==> src/rtl/cut_pkg.sv <==
// Shared definitions for the cutting-blade stepper path: FSM states, direction
// encoding and the half-step coil pattern table.
package cut_pkg;

  typedef enum logic [1:0] {
    ST_IDLE = 2'd0,
    ST_RUN  = 2'd1,
    ST_HOLD = 2'd2
  } state_t;

  localparam logic DIR_CW  = 1'b0;
  localparam logic DIR_CCW = 1'b1;

  // Coil bits are {A, B, A', B'}; consecutive entries differ by one coil.
  function automatic logic [3:0] half_step_coils(input logic [2:0] idx);
    logic [3:0] coils;
    case (idx)
      3'd0:    coils = 4'b1000;
      3'd1:    coils = 4'b1100;
      3'd2:    coils = 4'b0100;
      3'd3:    coils = 4'b0110;
      3'd4:    coils = 4'b0010;
      3'd5:    coils = 4'b0011;
      3'd6:    coils = 4'b0001;
      default: coils = 4'b1001;
    endcase
    return coils;
  endfunction

endpackage

==> src/rtl/cut_stepper_driver_if.sv <==
// Link between cut_controller (master) and the stepper driver (slave).
interface cut_stepper_driver_if #(
  parameter int POS_W = 16
);
  logic                    en_i;
  logic                    direction_i;
  logic [3:0]              coil_o;
  logic                    step_o;
  logic                    busy_o;
  logic signed [POS_W-1:0] position_o;

  modport master (
    output en_i, direction_i,
    input  coil_o, step_o, busy_o, position_o
  );

  modport slave (
    input  en_i, direction_i,
    output coil_o, step_o, busy_o, position_o
  );
endinterface

==> src/rtl/cut_step_timer.sv <==
// Period counter running 0..CYCLES-1 with synchronous clear; o_tc flags the
// last count and the counter wraps to 0 on the following enabled edge.
module cut_step_timer #(
  parameter int CYCLES = 4
) (
  input  logic clk,
  input  logic rst_n,
  input  logic i_clr,
  input  logic i_en,
  output logic o_tc
);

  localparam int W    = (CYCLES > 2) ? $clog2(CYCLES) : 1;
  // CYCLES = 0 is legal for the hold timer; the top never enters that state then.
  localparam int LAST = (CYCLES > 0) ? CYCLES - 1 : 0;
  localparam logic [W-1:0] LAST_W = W'(LAST);

  logic [W-1:0] r_count;

  always_ff @(posedge clk or negedge rst_n) begin
    if (!rst_n) begin
      r_count <= '0;
    end else if (i_clr) begin
      r_count <= '0;
    end else if (i_en) begin
      r_count <= o_tc ? '0 : r_count + 1'b1;
    end
  end

  assign o_tc = (r_count == LAST_W);

endmodule

==> src/rtl/cut_stepper_driver.sv <==
// Half-step sequencer driving the four H-bridge coil lines of the blade stepper,
// with a hold-torque window after stepping stops.
//
// state | meaning
// IDLE  | coils released, idx/position retained
// RUN   | coils energised, stepping every STEP_CYCLES
// HOLD  | coils energised at last pattern for HOLD_CYCLES, no stepping
module cut_stepper_driver
  import cut_pkg::*;
#(
  parameter int STEP_CYCLES = 250000,
  parameter int HOLD_CYCLES = 500000,
  parameter int POS_W       = 16
) (
  input  logic                 clk,
  input  logic                 rst_n,
  cut_stepper_driver_if.slave  bus
);

  localparam bit HOLD_EN = (HOLD_CYCLES > 0);

  state_t           r_state;
  logic [2:0]       r_idx;
  logic [POS_W-1:0] r_position;
  logic [3:0]       r_coil;
  logic             r_step;
  logic             r_busy;

  state_t           w_state_nxt;
  logic [2:0]       w_idx_nxt;
  logic [POS_W-1:0] w_pos_nxt;
  logic [3:0]       w_coil_nxt;
  logic             w_step_nxt;
  logic             w_busy_nxt;
  logic             w_period_clr;
  logic             w_period_tc;
  logic             w_hold_clr;
  logic             w_hold_tc;

  cut_step_timer #(.CYCLES(STEP_CYCLES)) u_period_timer (
    .clk   (clk),
    .rst_n (rst_n),
    .i_clr (w_period_clr),
    .i_en  (r_state == ST_RUN),
    .o_tc  (w_period_tc)
  );

  cut_step_timer #(.CYCLES(HOLD_CYCLES)) u_hold_timer (
    .clk   (clk),
    .rst_n (rst_n),
    .i_clr (w_hold_clr),
    .i_en  (r_state == ST_HOLD),
    .o_tc  (w_hold_tc)
  );

  always_comb begin
    w_state_nxt  = r_state;
    w_idx_nxt    = r_idx;
    w_pos_nxt    = r_position;
    w_step_nxt   = 1'b0;
    w_period_clr = 1'b0;
    w_hold_clr   = 1'b0;

    case (r_state)
      ST_IDLE: begin
        if (bus.en_i) begin
          w_state_nxt  = ST_RUN;
          w_period_clr = 1'b1;
        end
      end
      ST_RUN: begin
        // Dropping en_i suppresses a step even on the terminal count.
        if (!bus.en_i) begin
          if (HOLD_EN) begin
            w_state_nxt = ST_HOLD;
            w_hold_clr  = 1'b1;
          end else begin
            w_state_nxt = ST_IDLE;
          end
        end else if (w_period_tc) begin
          w_step_nxt = 1'b1;
          if (bus.direction_i == DIR_CCW) begin
            w_idx_nxt = r_idx - 3'd1;
            w_pos_nxt = r_position - 1'b1;
          end else begin
            w_idx_nxt = r_idx + 3'd1;
            w_pos_nxt = r_position + 1'b1;
          end
        end
      end
      ST_HOLD: begin
        if (bus.en_i) begin
          w_state_nxt  = ST_RUN;
          w_period_clr = 1'b1;
        end else if (w_hold_tc) begin
          w_state_nxt = ST_IDLE;
        end
      end
      default: begin
        w_state_nxt = ST_IDLE;
      end
    endcase

    w_coil_nxt = (w_state_nxt == ST_IDLE) ? 4'b0000 : half_step_coils(w_idx_nxt);
    w_busy_nxt = (w_state_nxt != ST_IDLE);
  end

  always_ff @(posedge clk or negedge rst_n) begin
    if (!rst_n) begin
      r_state    <= ST_IDLE;
      r_idx      <= 3'd0;
      r_position <= '0;
      r_coil     <= 4'b0000;
      r_step     <= 1'b0;
      r_busy     <= 1'b0;
    end else begin
      r_state    <= w_state_nxt;
      r_idx      <= w_idx_nxt;
      r_position <= w_pos_nxt;
      r_coil     <= w_coil_nxt;
      r_step     <= w_step_nxt;
      r_busy     <= w_busy_nxt;
    end
  end

  assign bus.coil_o     = r_coil;
  assign bus.step_o     = r_step;
  assign bus.busy_o     = r_busy;
  assign bus.position_o = r_position;

endmodule
==> src/flat_wrapper.sv <==
// flat-port wrapper written by rule: the top's interface ports become plain ports
module cut_stepper_driver_flat import cut_pkg::*;
#(
  parameter int STEP_CYCLES = 250000,
  parameter int HOLD_CYCLES = 500000,
  parameter int POS_W       = 16
)
  (clk, rst_n, bus_en_i, bus_direction_i, bus_coil_o, bus_step_o, bus_busy_o, bus_position_o);
  cut_stepper_driver_if #(.POS_W(POS_W)) bus_i ();
  input  logic clk;
  input  logic rst_n;
  input wire logic [$bits(bus_i.en_i)-1:0] bus_en_i;
  input wire logic [$bits(bus_i.direction_i)-1:0] bus_direction_i;
  output wire logic [$bits(bus_i.coil_o)-1:0] bus_coil_o;
  output wire logic [$bits(bus_i.step_o)-1:0] bus_step_o;
  output wire logic [$bits(bus_i.busy_o)-1:0] bus_busy_o;
  output wire logic [$bits(bus_i.position_o)-1:0] bus_position_o;
  assign bus_i.en_i = bus_en_i;
  assign bus_i.direction_i = bus_direction_i;
  assign bus_coil_o = bus_i.coil_o;
  assign bus_step_o = bus_i.step_o;
  assign bus_busy_o = bus_i.busy_o;
  assign bus_position_o = bus_i.position_o;
  cut_stepper_driver #(.STEP_CYCLES(STEP_CYCLES), .HOLD_CYCLES(HOLD_CYCLES), .POS_W(POS_W)) u_core (.clk(clk), .rst_n(rst_n), .bus(bus_i));
endmodule
==> config.mk <==
export PLATFORM = sky130hd
export DESIGN_NAME = cut_stepper_driver_flat
export DESIGN_NICKNAME = d
export VERILOG_FILES = /design/src/rtl/cut_pkg.sv /design/src/rtl/cut_stepper_driver_if.sv /design/src/rtl/cut_step_timer.sv /design/src/rtl/cut_stepper_driver.sv /design/src/flat_wrapper.sv
export SDC_FILE = /design/constraint.sdc
export NUM_CORES = 1
export LEC_CHECK = 0
export ABC_AREA = 0
export CAP_MARGIN = 5
export CORE_MARGIN = 2
export CORE_UTILIZATION = 54
export CTS_BUF_LIST = sky130_fd_sc_hd__clkbuf_16
export CTS_CLUSTER_SIZE = 25
export DETAILED_ROUTE_END_ITERATION = 10
export PLACE_DENSITY_LB_ADDON = 0.3
export SLEW_MARGIN = 10
export SYNTH_ARGS = -nofsm -noshare
export SYNTH_HDL_FRONTEND = slang
export SYNTH_HIERARCHICAL = 1
export SYNTH_SLANG_ARGS = --single-unit
==> constraint.sdc <==
create_clock -name clk -period 2 [get_ports clk]
set_input_delay 0.4 -clock clk [delete_from_list [all_inputs] [get_ports clk]]
set_output_delay 0.4 -clock clk [all_outputs]
set_load 0.005 [all_outputs]
==> impl_summary.log <==
INFO  metric status = finished, violations left
INFO  metric violations = negative setup slack
INFO  metric synth_cells = around 420
INFO  metric async_flop_share = 100%
INFO  metric syn_avg_cell_area = 9.39 um^2
INFO  metric timing.final.hold_violations = 0
INFO  metric layout_worst_path_cycle_share = 106%
INFO  metric port_buffers = 25
INFO  metric dr_total_vias = 3773
INFO  metric share_of_the_yosys_chip_area_belonging_to_registers = between 40% and 50%
INFO  metric core-area = roughly 0.007 mm^2
INFO  metric numCtsBuffers = 9
INFO  metric ant_nets = 0
INFO  metric finalSetupViolations = 12
INFO  metric grt_pass1_wl = around 17000 um
INFO  metric areaGrowthSynthToFinish = 36.9%
INFO  metric number_of_enable_type_register_cells_in_the_synthesized_netlist = 0
INFO  metric share_of_final_layout_standard_cells_stronger_than_drive_strength_1 = just under 30%
INFO  metric worst_slew_pin_slew = ~0.5 ns
INFO  metric grt_antenna_before_repair = 0
INFO  metric clock-sinks = 64
INFO  metric dpl.cell_count = between 600 and 700
INFO  metric crit_arrival = ~2.3 ns
INFO  metric drt_first_iter_violations = between 300 and 400
INFO  metric seq_area = roughly 0.0016 mm^2
INFO  metric leakage = roughly 2.4 nW
INFO  metric stdcell_area = 0.00534 mm^2
INFO  metric drc = 0
INFO  metric endpoint_kind = flop
INFO  metric clock_path_buffers = 2
INFO  metric placementRows = 30
INFO  metric setup.worst_path.start_class = flop
INFO  metric required = between 2 and 2.5 ns
INFO  metric critical_path.max_fanout = 4
INFO  metric layout.filler_cells = 454
INFO  metric detail_route.first_pass.iterations = 5
INFO  metric first_global_vias = about 3600
INFO  metric postPlaceCellArea = 0.00483 mm^2
INFO  metric worst_setup_hold_path_clk_slew = around 0.060 ns
INFO  metric max_freq = 0.473 GHz
INFO  metric report.final.slew_viol_count = 0
INFO  metric timing.max_cap.violations = 0
INFO  metric hold_buffers = 0
INFO  metric total_wire_length = ~11000 um
INFO  metric worst_path_largest_cell_delay = 0.57 ns
INFO  metric final_cell_count_no_fill = 630
INFO  metric dieHeight = 89.0 um
INFO  metric crit-reg2reg-launch = u_core/u_period_timer/r_count[11]
INFO  metric flip_flop_cell_with_the_highest_count_after_synthesis = sky130_fd_sc_hd__dfrtp_1
INFO  metric worst-setup-path-type = reg2reg
INFO  metric placed_wire_length_estimate = a little under 7000 um
INFO  metric top_level_ports = 26
INFO  metric p_per_area = roughly 600 mW/mm^2
INFO  metric place_congestion = roughly 0.92
INFO  metric antenna_cells_inserted = 0
INFO  metric syn_nets = approximately 440
INFO  metric worst-path-buf-inv = 2
INFO  metric r2r_cells = 8
INFO  metric setup_repair_after_global_routing_missed_its_margin = yes
INFO  metric gr-usage-all-layers = between 20 and 30%
INFO  metric top_delay_family_on_crit_path = simple AND/OR/NAND/NOR gates
INFO  metric timing.reg2reg.setup_slack = -0.11 ns
INFO  metric tritoncts_clock_tree = built
INFO  metric globalRoute.totalOverflow = 0
INFO  metric fin_worst_skew = between 0.008 and 0.009 ns
INFO  metric synthesis.area = 0.00390 mm^2
INFO  metric worst_rel_slew_slack = approximately two thirds
INFO  metric grt_start_max_net_pins = 35
INFO  metric ctsHtreeMaxLevel = 3
INFO  metric starting_density_of_the_core = 56.4%
INFO  metric design.die.area = about 0.008 mm^2
INFO  metric setup_ws = -0.113 ns
INFO  metric crit_path_cell_trace = or4_4 -> nor4_4 -> nand3_4 -> inv_4 -> buf_6 -> nand3b_1 -> o311ai_2 -> nor2_1
INFO  metric multi_input_area = ~0.0024 mm^2
INFO  metric number_of_synthesized_register_bits = 64
INFO  metric yosys_warnings = 6
INFO  metric routed_via_density = 5.99
INFO  metric post-route-min-period = 2.11 ns
INFO  metric synth.distinct_cells = 66
INFO  metric worst_skew_pair.late_latency = between 0.3 and 0.4 ns
INFO  metric power.ir.vdd_worst = between 0.0004 and 0.0005 V
INFO  metric ctsRootBufferMaster = sky130_fd_sc_hd__clkbuf_16
INFO  metric design.final.nets = roughly 550
INFO  metric chipWidth = between 80 and 90 um
INFO  metric r2r_end = u_core/bus.coil_o[2]
INFO  metric hp-class = in2async
INFO  metric route.detailed.wl_per_inst = 17.4 um
INFO  metric cp_slowest_cell = sky130_fd_sc_hd__or4_4
==> kinds of logic after synthesis <==
kind of cell	count (synthesis)	synth area share [%]
flip-flops	64	41.1
AO/OA/AOI/OAI	84	15.5
adder cells (fa/ha/maj)	18	6.16
buffers and inverters	24	2.82
AND/OR/NAND/NOR	187	25.8
XOR/XNOR	36	8.09
multiplexers	2	0.514
==> layout make-up <==
| cell class | count | share of cell area, % |
|---|---|---|
| Timing Repair Buffer | 111 | 17.2 |
| Multi-Input combinational cell | 327 | 44.1 |
| Tap cell | 96 | 2.25 |
| Clock buffer | 9 | 4.22 |
| Clock inverter | 7 | 1.03 |
| Sequential cell | 64 | 30.0 |
| Inverter | 16 | 1.17 |
==> placed cells by master (no fill, tap or decap), types with 5 or more instances in the layout <==
master and count:
sky130_fd_sc_hd__a21o_1 5, sky130_fd_sc_hd__a21oi_1 10, sky130_fd_sc_hd__a21oi_2 6, sky130_fd_sc_hd__buf_4 82, sky130_fd_sc_hd__clkbuf_16 9, sky130_fd_sc_hd__clkdlybuf4s50_1 23
sky130_fd_sc_hd__dfrtp_1 64, sky130_fd_sc_hd__ha_1 11, sky130_fd_sc_hd__inv_1 14, sky130_fd_sc_hd__nand2_1 48, sky130_fd_sc_hd__nand2b_1 6, sky130_fd_sc_hd__nand3_1 15
sky130_fd_sc_hd__nand4_1 12, sky130_fd_sc_hd__nor2_1 43, sky130_fd_sc_hd__nor2_2 5, sky130_fd_sc_hd__nor3_1 7, sky130_fd_sc_hd__o21ai_0 12, sky130_fd_sc_hd__o21ai_1 15
sky130_fd_sc_hd__or3_1 5, sky130_fd_sc_hd__xnor2_1 20, sky130_fd_sc_hd__xor2_1 15
==> state kept, by name (all words and copies together) (netlist names) <==
signal                         count
u_core/bus.busy_o                  1
u_core/u_period_timer/r_count     18
u_core/bus.step_o                  1
u_core/r_state                     2
u_core/u_hold_timer/r_count       19
u_core/bus.position_o             16
u_core/r_idx                       3
u_core/bus.coil_o                  4
==> power by group <==
part | internal, mW | leakage [nW] | switching, mW
logic | 0.156 | 1.38 | 0.205
registers | 1.33 | 0.873 | 0.0381
clock network | 0.941 | 0.147 | 0.555
total | 2.43 | 2.40 | 0.799
==> worst max path at each step <==
stage,from,to,depth (start not counted)
CTS,u_core/u_period_timer/r_count[11],u_core/bus.coil_o[1],7
global route,u_core/u_period_timer/r_count[11],u_core/bus.coil_o[3],8
global placement,bus_direction_i,u_core/bus.position_o[14],10
detailed placement,bus_direction_i,u_core/bus.position_o[13],9
finish,u_core/u_period_timer/r_count[11],u_core/bus.coil_o[2],8
floorplan,u_core/u_period_timer/r_count[11],u_core/bus.coil_o[1],8
==> through the flow <==
step                hold WS (ns)  TNS (ns)  power [mW]  setup WS, ns  util (%)
floorplan                  0.104         0        1.54        0.0180         -
global placement           0.381     -8.10        1.69        -0.517      70.0
detailed placement         0.386     -9.52        1.71        -0.597      70.0
CTS                       0.0385    -0.239        3.22       -0.0514      75.4
global route              0.0672     -1.96        3.33        -0.191      77.2
finish                    0.0315    -0.737        3.23        -0.113      77.2
==> cells in the mapped netlist, types with 4 or more instances <==
master,n,area (um^2)
sky130_fd_sc_hd__dfrtp_1,64,1600
sky130_fd_sc_hd__nand2_1,50,188
sky130_fd_sc_hd__nor2_1,49,184
sky130_fd_sc_hd__xnor2_1,21,184
sky130_fd_sc_hd__ha_1,16,200
sky130_fd_sc_hd__nand3_1,15,75.1
sky130_fd_sc_hd__o21ai_1,15,75.1
sky130_fd_sc_hd__xor2_1,15,131
sky130_fd_sc_hd__a21oi_1,14,70.1
sky130_fd_sc_hd__inv_1,12,45.0
sky130_fd_sc_hd__nand4_1,12,75.1
sky130_fd_sc_hd__o21ai_0,12,60.1
sky130_fd_sc_hd__nor3_1,9,45.0
sky130_fd_sc_hd__nand2b_1,7,43.8
sky130_fd_sc_hd__a21o_1,5,37.5
sky130_fd_sc_hd__nor4_1,5,31.3
sky130_fd_sc_hd__or3_1,5,31.3
sky130_fd_sc_hd__or4_1,4,30.0
==> per-layer routing <==
layer / part of all wire [%] / global-route usage, % / vias to the layer above
met1: 42 / 36.0 / 1850
met3: 5.1 / 6.00 / 51
met5: 0 / 0 / -
met2: 49 / 44.8 / 144
met4: 4.1 / 14.2 / 0
li1: - / - / 1728
==> timing repair <==
item / 4_1_cts / 5_1_grt
endpoints found under the setup margin: 20 / 23
buffers inserted: 4 / 4
hold endpoints to repair: 0 / 0
gates resized for setup: 13 / 25
pin swaps: 7 / 7
No activity file was read; power rests on OpenSTA's default activity.
